File: config.mk
export PLATFORM = sky130hd
export DESIGN_NAME = alu_mc_flat
export DESIGN_NICKNAME = d
export VERILOG_FILES = /design/src/rtl/alu_pkg.sv /design/src/rtl/alu_mc_if.sv /design/src/rtl/alu_iter_unit.sv /design/src/rtl/alu_mc.sv /design/src/flat_wrapper.sv
export SDC_FILE = /design/constraint.sdc
export NUM_CORES = 1
export LEC_CHECK = 0
export ABC_AREA = 1
export CAP_MARGIN = 20
export CORE_MARGIN = 1
export CORE_UTILIZATION = 54
export DETAILED_ROUTE_END_ITERATION = 8
export DONT_BUFFER_PORTS = 1
export PLACE_DENSITY_LB_ADDON = 0.05
export SKIP_LAST_GASP = 1
export SYNTH_ARGS = -nofsm -noshare
export SYNTH_HDL_FRONTEND = slang
export SYNTH_SLANG_ARGS = --single-unit
File: constraint.sdc
create_clock -name clk -period 2.12 [get_ports clk]
set_input_delay 0.424 -clock clk [delete_from_list [all_inputs] [get_ports clk]]
set_output_delay 0.424 -clock clk [all_outputs]
set_load 0.005 [all_outputs]
File: src/rtl/alu_pkg.sv
// Shared definitions for the LITE-16 multi-cycle ALU.
//   Opcode and compare-mode encodings, FSM state encoding, iterative-unit
//   operation kinds and bit positions inside the 4-bit flags word.
package alu_pkg;

    localparam logic [3:0] OP_ADD = 4'd0;
    localparam logic [3:0] OP_SUB = 4'd1;
    localparam logic [3:0] OP_OR  = 4'd2;
    localparam logic [3:0] OP_XOR = 4'd3;
    localparam logic [3:0] OP_AND = 4'd4;
    localparam logic [3:0] OP_SLL = 4'd5;
    localparam logic [3:0] OP_SRL = 4'd6;
    localparam logic [3:0] OP_SRA = 4'd7;
    localparam logic [3:0] OP_MUL = 4'd8;

    localparam logic [1:0] CMP_EQ   = 2'b00;
    localparam logic [1:0] CMP_LT   = 2'b01;
    localparam logic [1:0] CMP_GT   = 2'b10;
    localparam logic [1:0] CMP_TRUE = 2'b11;

    localparam int FLAG_Z = 0;
    localparam int FLAG_N = 1;
    localparam int FLAG_C = 2;
    localparam int FLAG_V = 3;

    typedef enum logic [1:0] {
        ST_IDLE = 2'd0,
        ST_ITER = 2'd1,
        ST_DONE = 2'd2
    } state_e;

    typedef enum logic [1:0] {
        IT_SLL = 2'd0,
        IT_SRL = 2'd1,
        IT_SRA = 2'd2,
        IT_MUL = 2'd3
    } iter_kind_e;

endpackage

File: src/rtl/alu_mc_if.sv
// Request/response bundle of the multi-cycle ALU.
//   Request side : in_valid/in_ready handshake with op, a, b, cmp_mode, cmp_signed.
//   Response side: out_valid/out_ready handshake with r, flags, cmp, err.
//   master = requester/consumer (the core), slave = the ALU.
interface alu_mc_if #(
    parameter int WIDTH = 16
);
    logic             in_valid;
    logic             in_ready;
    logic [3:0]       op;
    logic [WIDTH-1:0] a;
    logic [WIDTH-1:0] b;
    logic [1:0]       cmp_mode;
    logic             cmp_signed;
    logic             out_valid;
    logic             out_ready;
    logic [WIDTH-1:0] r;
    logic [3:0]       flags;
    logic             cmp;
    logic             err;

    modport master (
        output in_valid, op, a, b, cmp_mode, cmp_signed, out_ready,
        input  in_ready, out_valid, r, flags, cmp, err
    );

    modport slave (
        input  in_valid, op, a, b, cmp_mode, cmp_signed, out_ready,
        output in_ready, out_valid, r, flags, cmp, err
    );
endinterface

File: src/rtl/alu_iter_unit.sv
// Iterative shift / shift-add multiply datapath.
//   clk, rst    : clock, synchronous active-high reset (aborts any operation)
//   start_i     : load operands and step count
//   kind_i      : SLL/SRL/SRA/MUL
//   steps_i     : number of steps to run (1..WIDTH)
//   a_i, b_i    : shift value / multiplicand, multiplier
//   done_o      : the step performed this cycle is the last one
//   res_o       : value after this cycle's step (valid with done_o)
//   carry_o     : MUL only, high half of the product is nonzero
// One bit per cycle. done_o and res_o are combinational so the owner can
// register the final value on the same edge as the last step.
module alu_iter_unit
    import alu_pkg::*;
#(
    parameter  int WIDTH = 16,
    localparam int CW    = $clog2(WIDTH) + 1
) (
    input  logic             clk,
    input  logic             rst,
    input  logic             start_i,
    input  iter_kind_e       kind_i,
    input  logic [CW-1:0]    steps_i,
    input  logic [WIDTH-1:0] a_i,
    input  logic [WIDTH-1:0] b_i,
    output logic             done_o,
    output logic [WIDTH-1:0] res_o,
    output logic             carry_o
);
    iter_kind_e       kind_q;
    logic [CW-1:0]    cnt_q;
    logic [WIDTH-1:0] lo_q, lo_d;
    logic [WIDTH-1:0] hi_q, hi_d;
    logic [WIDTH-1:0] mcand_q;
    logic [WIDTH-1:0] addend;
    logic [WIDTH:0]   sum;

    // For MUL, {hi,lo} is the running product with the multiplier shifting
    // out of lo; for shifts only lo is used.
    always_comb begin
        hi_d   = hi_q;
        lo_d   = lo_q;
        addend = lo_q[0] ? mcand_q : {WIDTH{1'b0}};
        sum    = {1'b0, hi_q} + {1'b0, addend};
        case (kind_q)
            IT_SLL:  lo_d = {lo_q[WIDTH-2:0], 1'b0};
            IT_SRL:  lo_d = {1'b0, lo_q[WIDTH-1:1]};
            IT_SRA:  lo_d = {lo_q[WIDTH-1], lo_q[WIDTH-1:1]};
            default: begin
                hi_d = sum[WIDTH:1];
                lo_d = {sum[0], lo_q[WIDTH-1:1]};
            end
        endcase
    end

    always_ff @(posedge clk) begin
        if (rst) begin
            kind_q  <= IT_SLL;
            cnt_q   <= '0;
            lo_q    <= '0;
            hi_q    <= '0;
            mcand_q <= '0;
        end else if (start_i) begin
            kind_q  <= kind_i;
            cnt_q   <= steps_i;
            lo_q    <= (kind_i == IT_MUL) ? b_i : a_i;
            hi_q    <= '0;
            mcand_q <= a_i;
        end else if (cnt_q != '0) begin
            cnt_q <= cnt_q - CW'(1);
            lo_q  <= lo_d;
            hi_q  <= hi_d;
        end
    end

    assign done_o  = (cnt_q == CW'(1));
    assign res_o   = lo_d;
    assign carry_o = (kind_q == IT_MUL) && (hi_d != '0);

endmodule

File: src/rtl/alu_mc.sv
// Multi-cycle ALU for the LITE-16 execute stage.
//   clk  : clock, rising edge
//   rst  : synchronous active-high reset, aborts any in-flight operation
//   bus  : alu_mc_if.slave -- request (in_valid/in_ready, op, a, b, cmp_mode,
//          cmp_signed) and registered response (out_valid/out_ready, r,
//          flags {ovf,carry,neg,zero}, cmp, err)
// Single-cycle ops complete directly from IDLE/DONE; shifts with a nonzero
// amount and MUL go through ITER using alu_iter_unit. The compare bit is
// captured at accept for every op.
module alu_mc
    import alu_pkg::*;
#(
    parameter int WIDTH  = 16,
    parameter bit MUL_EN = 1'b1
) (
    input  logic     clk,
    input  logic     rst,
    alu_mc_if.slave  bus
);
    localparam int CW = $clog2(WIDTH) + 1;

    state_e           state_q, state_d;
    logic [WIDTH-1:0] r_q, r_d;
    logic [3:0]       flags_q, flags_d;
    logic             cmp_q, cmp_d;
    logic             err_q, err_d;

    logic             accept;
    logic             is_shift, is_mul, start_iter;
    logic [CW-1:0]    shamt, steps;
    iter_kind_e       kind;

    logic [WIDTH-1:0] sc_r;
    logic             sc_c, sc_v, sc_err;
    logic [3:0]       sc_flags;
    logic             cmp_c;

    logic             it_done, it_carry;
    logic [WIDTH-1:0] it_res;
    logic [3:0]       it_flags;

    assign bus.in_ready  = (state_q == ST_IDLE) || (state_q == ST_DONE && bus.out_ready);
    assign bus.out_valid = (state_q == ST_DONE);
    assign bus.r         = r_q;
    assign bus.flags     = flags_q;
    assign bus.cmp       = cmp_q;
    assign bus.err       = err_q;

    assign accept   = bus.in_valid && bus.in_ready;
    assign is_shift = (bus.op == OP_SLL) || (bus.op == OP_SRL) || (bus.op == OP_SRA);
    assign is_mul   = MUL_EN && (bus.op == OP_MUL);
    // Any amount >= WIDTH saturates to WIDTH steps, which shifts everything out.
    assign shamt    = (bus.b >= WIDTH'(WIDTH)) ? CW'(WIDTH) : bus.b[CW-1:0];
    assign steps    = is_mul ? CW'(WIDTH) : shamt;
    // A zero-amount shift is just a pass-through and finishes in one cycle.
    assign start_iter = accept && (is_mul || (is_shift && shamt != '0));

    always_comb begin
        case (bus.op)
            OP_SLL:  kind = IT_SLL;
            OP_SRL:  kind = IT_SRL;
            OP_SRA:  kind = IT_SRA;
            default: kind = IT_MUL;
        endcase
    end

    // Single-cycle result; shifts land here only with a zero amount.
    always_comb begin
        sc_r   = '0;
        sc_c   = 1'b0;
        sc_v   = 1'b0;
        sc_err = 1'b0;
        case (bus.op)
            OP_ADD: begin
                {sc_c, sc_r} = {1'b0, bus.a} + {1'b0, bus.b};
                sc_v = (bus.a[WIDTH-1] == bus.b[WIDTH-1]) && (sc_r[WIDTH-1] != bus.a[WIDTH-1]);
            end
            OP_SUB: begin
                {sc_c, sc_r} = {1'b0, bus.a} - {1'b0, bus.b};
                sc_v = (bus.a[WIDTH-1] != bus.b[WIDTH-1]) && (sc_r[WIDTH-1] != bus.a[WIDTH-1]);
            end
            OP_OR:                  sc_r = bus.a | bus.b;
            OP_XOR:                 sc_r = bus.a ^ bus.b;
            OP_AND:                 sc_r = bus.a & bus.b;
            OP_SLL, OP_SRL, OP_SRA: sc_r = bus.a;
            default:                sc_err = 1'b1;
        endcase
        sc_flags         = '0;
        sc_flags[FLAG_Z] = (sc_r == '0);
        sc_flags[FLAG_N] = sc_r[WIDTH-1] && !sc_err;
        sc_flags[FLAG_C] = sc_c;
        sc_flags[FLAG_V] = sc_v;
    end

    always_comb begin
        case (bus.cmp_mode)
            CMP_EQ:  cmp_c = (bus.a == bus.b);
            CMP_LT:  cmp_c = bus.cmp_signed ? ($signed(bus.a) < $signed(bus.b)) : (bus.a < bus.b);
            CMP_GT:  cmp_c = bus.cmp_signed ? ($signed(bus.a) > $signed(bus.b)) : (bus.a > bus.b);
            default: cmp_c = 1'b1;
        endcase
    end

    always_comb begin
        it_flags         = '0;
        it_flags[FLAG_Z] = (it_res == '0);
        it_flags[FLAG_N] = it_res[WIDTH-1];
        it_flags[FLAG_C] = it_carry;
    end

    // Next state and result registers.
    always_comb begin
        state_d = state_q;
        r_d     = r_q;
        flags_d = flags_q;
        cmp_d   = cmp_q;
        err_d   = err_q;
        case (state_q)
            ST_IDLE: if (accept) state_d = start_iter ? ST_ITER : ST_DONE;
            ST_ITER: begin
                if (it_done) begin
                    state_d = ST_DONE;
                    r_d     = it_res;
                    flags_d = it_flags;
                    err_d   = 1'b0;
                end
            end
            ST_DONE: begin
                if (accept)             state_d = start_iter ? ST_ITER : ST_DONE;
                else if (bus.out_ready) state_d = ST_IDLE;
            end
            default: state_d = ST_IDLE;
        endcase
        // Accept never happens in ITER, so this cannot collide with the load above.
        if (accept) begin
            cmp_d = cmp_c;
            if (!start_iter) begin
                r_d     = sc_r;
                flags_d = sc_flags;
                err_d   = sc_err;
            end
        end
    end

    always_ff @(posedge clk) begin
        if (rst) begin
            state_q <= ST_IDLE;
            r_q     <= '0;
            flags_q <= '0;
            cmp_q   <= 1'b0;
            err_q   <= 1'b0;
        end else begin
            state_q <= state_d;
            r_q     <= r_d;
            flags_q <= flags_d;
            cmp_q   <= cmp_d;
            err_q   <= err_d;
        end
    end

    alu_iter_unit #(.WIDTH(WIDTH)) u_iter (
        .clk     (clk),
        .rst     (rst),
        .start_i (start_iter),
        .kind_i  (kind),
        .steps_i (steps),
        .a_i     (bus.a),
        .b_i     (bus.b),
        .done_o  (it_done),
        .res_o   (it_res),
        .carry_o (it_carry)
    );

endmodule

File: src/flat_wrapper.sv
// flat-port wrapper written by rule: the top's interface ports become plain ports
module alu_mc_flat import alu_pkg::*;
#(
    parameter int WIDTH  = 16,
    parameter bit MUL_EN = 1'b1
)
  (clk, rst, bus_in_valid, bus_op, bus_a, bus_b, bus_cmp_mode, bus_cmp_signed, bus_out_ready, bus_in_ready, bus_out_valid, bus_r, bus_flags, bus_cmp, bus_err);
  alu_mc_if #(.WIDTH(WIDTH)) bus_i ();
  input  logic clk;
  input  logic rst;
  input wire logic [$bits(bus_i.in_valid)-1:0] bus_in_valid;
  input wire logic [$bits(bus_i.op)-1:0] bus_op;
  input wire logic [$bits(bus_i.a)-1:0] bus_a;
  input wire logic [$bits(bus_i.b)-1:0] bus_b;
  input wire logic [$bits(bus_i.cmp_mode)-1:0] bus_cmp_mode;
  input wire logic [$bits(bus_i.cmp_signed)-1:0] bus_cmp_signed;
  input wire logic [$bits(bus_i.out_ready)-1:0] bus_out_ready;
  output wire logic [$bits(bus_i.in_ready)-1:0] bus_in_ready;
  output wire logic [$bits(bus_i.out_valid)-1:0] bus_out_valid;
  output wire logic [$bits(bus_i.r)-1:0] bus_r;
  output wire logic [$bits(bus_i.flags)-1:0] bus_flags;
  output wire logic [$bits(bus_i.cmp)-1:0] bus_cmp;
  output wire logic [$bits(bus_i.err)-1:0] bus_err;
  assign bus_i.in_valid = bus_in_valid;
  assign bus_i.op = bus_op;
  assign bus_i.a = bus_a;
  assign bus_i.b = bus_b;
  assign bus_i.cmp_mode = bus_cmp_mode;
  assign bus_i.cmp_signed = bus_cmp_signed;
  assign bus_i.out_ready = bus_out_ready;
  assign bus_in_ready = bus_i.in_ready;
  assign bus_out_valid = bus_i.out_valid;
  assign bus_r = bus_i.r;
  assign bus_flags = bus_i.flags;
  assign bus_cmp = bus_i.cmp;
  assign bus_err = bus_i.err;
  alu_mc #(.WIDTH(WIDTH), .MUL_EN(MUL_EN)) u_core (.clk(clk), .rst(rst), .bus(bus_i));
endmodule
# Yosys cells after proc, flatten, opt, wreduce, memory -nomap -nowiden
# Index checks and enable logic that the tools add are counted.
# Widths: inputs -> output; s select.
# word_totals
in_bits	43
word_cells	110
ff_bits	79
# classes
n_reduce_logical	27
eq_ne	25
order_cmp	5
n_addsub	4
bitwise_logic	3
muxes	36
# ops
cell	n
$mux 16	9
$pmux 16 s6	1
$pmux 16 s3	1
$add 16x16->17	2
$gt 16x16->1	2
$logic_not 16->1	2
$lt 16x16->1	2
$mux 5	4
$sub 16x16->17	1
$and 16x16->16	1
$eq 16x16->1	1
$eq 4x3->1 const B	4
$ge 16x5->1 const B	1
$mux 4	4
$or 16x16->16	1
$reduce_bool 16->1	1
$xor 16x16->16	1
$pmux 2 s3	2
$eq 2x2->1 const B	5
$mux 2	5
$reduce_bool 5->1	2
$eq 4x2->1 const B	2
$logic_and 1x1->1	8
$reduce_or 8->1	1
19 further kinds	37

# Depth between registers and ports, before layout
# depth
word_depth	9
ltp_mapped	21

# Modules after synthesis
# From an unflattened synthesis, not the netlist that was laid out.
# hier_totals
hier_cells	1443
area_unflattened_um2	8303.0
# by_module_without_submodules
mod	n_inst	area_per_inst_um2	cells_per_inst	seq_area_each_um2
alu_mc	1	4312.9	787	480.5
alu_iter_unit	1	3990.1	656	1101.1

# Least setup slack after synthesis
# No wires, ideal clock.
# synth_timing
kind	reg-to-reg
from	register u_core.u_iter.lo_q[0]
to	register u_core.flags_q[2] (netlist: u_core.bus.flags[2])
arrival_time_ns	2.217
path_stages_with_launch	21
period_less_slack_ns	2.333
n_path_buf	1
required_ns	2.004
setup_slack_ns	-0.213
path_cell_list	dfxtp_1 -> clkbuf_1 -> nand2_1 -> inv_1 -> ha_1 -> inv_1 -> fa_1 -> inv_1 -> nand3_1 -> nand2_1 -> nand2_1 -> nand2_1 -> nand2_1 -> nand3_1 -> nand3_1 -> o21ai_0 -> nand2_1 -> nor2_1 -> nand2_1 -> nand2_1 -> a21oi_1
# synth_via
elab_chain_len	9
# synth_rtl
element	line	rtl
from (decl)	alu_iter_unit.sv:31	logic [WIDTH-1:0] lo_q, lo_d;
from (signal assigned)	alu_iter_unit.sv:65	lo_q <= (kind_i == IT_MUL) ? b_i : a_i;
from (signal assigned)	alu_iter_unit.sv:70	lo_q <= lo_d;
$mux 16 (*)	alu_iter_unit.sv:42	addend = lo_q[0] ? mcand_q : {WIDTH{1'b0}};
$add 16x16->17 (*)	alu_iter_unit.sv:43	sum = {1'b0, hi_q} + {1'b0, addend};
$mux 16 (*)	alu_iter_unit.sv:44	case (kind_q)
$reduce_bool 16->1 (*)	alu_iter_unit.sv:77	assign carry_o = (kind_q == IT_MUL) && (hi_d != '0);
$logic_and 1x1->1 (*)	alu_iter_unit.sv:77	
$mux 4 (*)	alu_mc.sv:121	if (it_done) begin
$mux 4 (*)	alu_mc.sv:118	case (state_q)
$mux 4	alu_mc.sv:137	if (!start_iter) begin
$mux 4 (*)	alu_mc.sv:135	if (accept) begin
to (signal assigned)	alu_mc.sv:155	flags_q <= flags_d;
to (decl)	alu_mc.sv:24	logic [3:0] flags_q, flags_d;
# Mark *: on every way between the ends. The rest lies on a longest branch, timed or not.
# A chain may end at the register's enable or synchronous reset.

# Worst setup path in the final report
# Same ends and word-level chain as after synthesis.

==> summary.md <==
| Metric | Value |
|---|---|
| CP endpoint kind | `flop` |
| Antenna Cells | `0` |
| Fin. max-slew vios | `0` |
| Final ANT Viol Nets | `0` |
| DRC Markers | `0` |
| Syn Area/Cell | `a little under 6 sq um` |
| Crit path DAT | `2.62 ns` |
| Layout Nets | `1,669` |
| Max Clk Rate | `approximately 0.42 GHz` |
| Initial antenna violation count | `0` |
| Vias per cell | `~5.5` |
| Worst-path maximum fanout | `7` |
| Global-route wire length before repair | `about 46 mm` |
| Layout area overhead | `31.17%` |
| Via count | `9,657` |
| Die W | `between 100 and 150 um` |
| Cell count after synthesis | `around 1,400` |
| Fin crit period | `about 2.4 ns` |
| Total Wirelength | `a little over 30 mm` |
| CP startpoint kind | `flop` |
| Maximum VDD drop | `about 0.00061 V` |
| # H-tree levels | `3` |
| Violated checks | `setup timing` |
| Tcrit/Tclk final | `111.9%` |
| TritonRoute pass-1 iters | `5` |
| Iteration-0 DRC Markers | `a little under 700` |
| Clock Pin Slew Worst Setup and Hold Paths | `approximately 0.07 ns` |
| Share of layout cells above drive strength 1 | `about a quarter` |
| Die height | `124.4 um` |
| Post-synth cell types | `48` |
| Max-cap viol count | `0` |
| Cts hold-fix bufs | `0` |
| Mapped Area | `slightly above 8000 sq um` |
| Register bit total from synthesis | `79` |
| Cell leakage power | `between 5 and 6 nW` |
| Wire per inst | `~17 um` |
| Die Footprint | `~15,000 sq um` |
| Top Ports | `between 60 and 70` |
| Hold Crit Class | `primary input to flop` |
| Endpoints failing setup | `5` |
| Cts bufs inserted | `9` |
| GRT overflow | `0` |
| CTS root buffer | `clkbuf_16` |
| Max Clock Skew | `approximately 0.0097 ns` |
| Total GRT Usage | `between 30% and 40%` |
| Syn. warnings | `0` |
| Core Util, Final | `between 70 and 80%` |
| Initial Utilization | `between 50% and 60%` |
| Post-detail-place hpwl | `22.68 mm` |
| Fin. Hold Viols | `0` |
| Clk_lat worst skew | `roughly 0.35 ns` |
| Site Rows | `44` |
| Final worst setup slack | `-0.2527 ns` |
| PD cells | `691.3 nW/um^2` |
| # port buffers | `0` |
| TritonCTS clock tree | `done` |
| Worst slew pin tran | `about 0.65 ns` |
| Fillers | `about 1,200` |
| CTS Buffer Depth | `2` |
| Vias in the first global route | `9,165` |
| Seq/Total Area, Yosys | `between 10% and 20%` |
| Outcome | `finished with violations` |
| Core Area | `between 10,000 and 15,000 sq um` |
| Largest net degree at the start of global routing | `37` |
| WP data required | `between 2 and 2.5 ns` |
| Final Power | `7.334 mW` |
| Ys flop type | `dfxtp_1` |
| CP Class | `flop to flop` |
| Number of enable flip-flop cells after synthesis | `0` |
| FFs w/ async S/R, synth | `0%` |
| RePlAce Congestion | `0.9604` |
| Relative slew margins | `a little under three fifths` |
| Synthesized net count | `1,511` |
| CTS Sinks | `79` |
| RSZ-0062 raised after global routing | `true` |
area by class of cell:
type / instances / area [sq um] / share of cell area (%)
clock inverter: 7 / 83.83 / 0.7902
multi-input combinational: 1050 / 6070 / 57.21
inverter: 222 / 849.6 / 8.008
clock buffer: 9 / 225.2 / 2.123
tap: 184 / 230.2 / 2.170
sequential: 79 / 1585 / 14.94
timing repair buffer: 193 / 1565 / 14.75
power by group:
group / leakage (nW) / internal [mW] / switching [mW] / total (mW)
registers: 0.648 / 1.72 / 0.238 / 1.96
clock network: 0.149 / 0.936 / 0.726 / 1.66
logic: 4.69 / 1.58 / 2.13 / 3.71
total: 5.49 / 4.24 / 3.09 / 7.33
Yosys cell counts (2+ instances only):
library cell  instances  share of area (%)
o21ai_0              82                5.1
mux2i_1               3               0.37
nor2_1              121                5.6
nand4_1              20                1.5
a211oi_1              7               0.65
nand3_1             104                6.4
xor2_1                3               0.32
o211ai_1             12                1.1
nor4_1                4               0.31
nand3b_1              3               0.28
o21ai_1               8               0.50
nor2_4                5               0.70
inv_2                13               0.60
dfxtp_1              79                 20
a311oi_1              3               0.32
a31oi_1              16                1.2
buf_2                17                1.1
ha_1                 68                 11
inv_1               207                9.6
buf_4                 7               0.65
or2_2                 8               0.62
nand2_1             459                 21
a21oi_2               2               0.22
o21bai_1              4               0.37
nor2_2                4               0.31
a21oi_1              75                4.6
fa_1                  3               0.74
nand2_4               3               0.42
buf_6                 8                1.1
nand2_2               2               0.15
and2_1                5               0.39
o22ai_1              10               0.77
nor3_1                4               0.25
clkbuf_1             14               0.65
worst paths after layout:
path / cells past startpoint / from / slack [ns] / to
max: 18 / u_core.u_iter.lo_q[0] / -0.25 / u_core.bus.flags[2]
min: 1 / rst / 0.13 / u_core.state_q[0]
max reg2reg: 18 / u_core.u_iter.lo_q[0] / -0.25 / u_core.bus.flags[2]
min reg2reg: 2 / u_core.u_iter.lo_q[11] / 0.48 / u_core.u_iter.lo_q[11]
state kept, by name (all words and copies together) (netlist names):
| name | cells |
|---|---|
| u_core.bus.r | 16 |
| u_core.u_iter.hi_q | 16 |
| u_core.u_iter.lo_q | 16 |
| u_core.u_iter.mcand_q | 16 |
| u_core.u_iter.cnt_q | 5 |
| u_core.bus.flags | 4 |
| u_core.state_q | 2 |
| u_core.u_iter.kind_q | 2 |
| u_core.bus.cmp | 1 |
| u_core.bus.err | 1 |
worst max-delay path, cell delays in order, from the launching register on:
cell and delay [ns]:
dfxtp_4 0.38, clkbuf_16 0.17, nand2_4 0.07, inv_4 0.04
ha_4 0.27, nand2_4 0.11, inv_1 0.06, a21oi_2 0.14
nor2_1 0.06, nor2_1 0.23, nand2_1 0.12, nand2_1 0.08
nand3_1 0.06, nand2_1 0.10, nand2_1 0.09, nor2_4 0.11
nand2_1 0.06, nand2_1 0.07, a21oi_1 0.06
stage by stage:
stage | worst slack, ns | TNS (ns) | instances | hold slack [ns] | cell area, sq um
2_1_floorplan | 0.0007878 | 0 | 1397 | 0.4532 | 8128
3_3_place_gp | -0.3416 | -8.483 | 1715 | 0.4624 | 9505
3_5_place_dp | -0.3099 | -10.78 | 1715 | 0.4694 | 9505
4_1_cts | -0.09821 | -0.1955 | 1734 | 0.1260 | 9978
5_1_grt | -0.3289 | -1.301 | 1744 | 0.1292 | 10610
6_report | -0.2527 | -0.5678 | 1744 | 0.1342 | 10610
layer usage:
metal	global-route usage [%]	up-vias	part of all wire [%]
li1	-	4784	-
met5	0	-	0
met4	20.84	0	5.9
met3	6.357	105	6.5
met1	45.79	4380	42
met2	61.42	388	46
cell usage in the layout (no fill, tap or decap), types with 4 or more instances in the layout:
cell type,n
a211oi_1,6
a21oi_1,67
a21oi_2,8
a31oi_1,16
and2_1,5
buf_12,7
buf_4,182
clkbuf_16,10
dfxtp_1,78
ha_1,47
ha_2,5
ha_4,16
inv_1,185
inv_2,30
inv_4,5
nand2_1,409
nand2_2,42
nand2_4,13
nand3_1,91
nand3_2,12
nand4_1,20
nor2_1,95
nor2_2,21
nor2_4,14
o211ai_1,12
o21ai_0,76
o21ai_1,12
o21bai_1,4
o22ai_1,9
or2_2,8
timing repair:
action	CTS	global route
buffers inserted	3	11
cloned	0	1
setup endpoints to repair	6	26
pin swaps	8	61
resized for setup	27	160
kinds of logic after synthesis:
group	Yosys count	share of synthesized area (%)
mux	3	0.3713
flops	79	19.55
xor+xnor	4	0.4332
fa+ha+maj	71	11.26
simple gates	746	38.86
buf+inv	268	13.80
compound gates	226	15.72
Note: power is estimated with default switching activity, not from simulation.
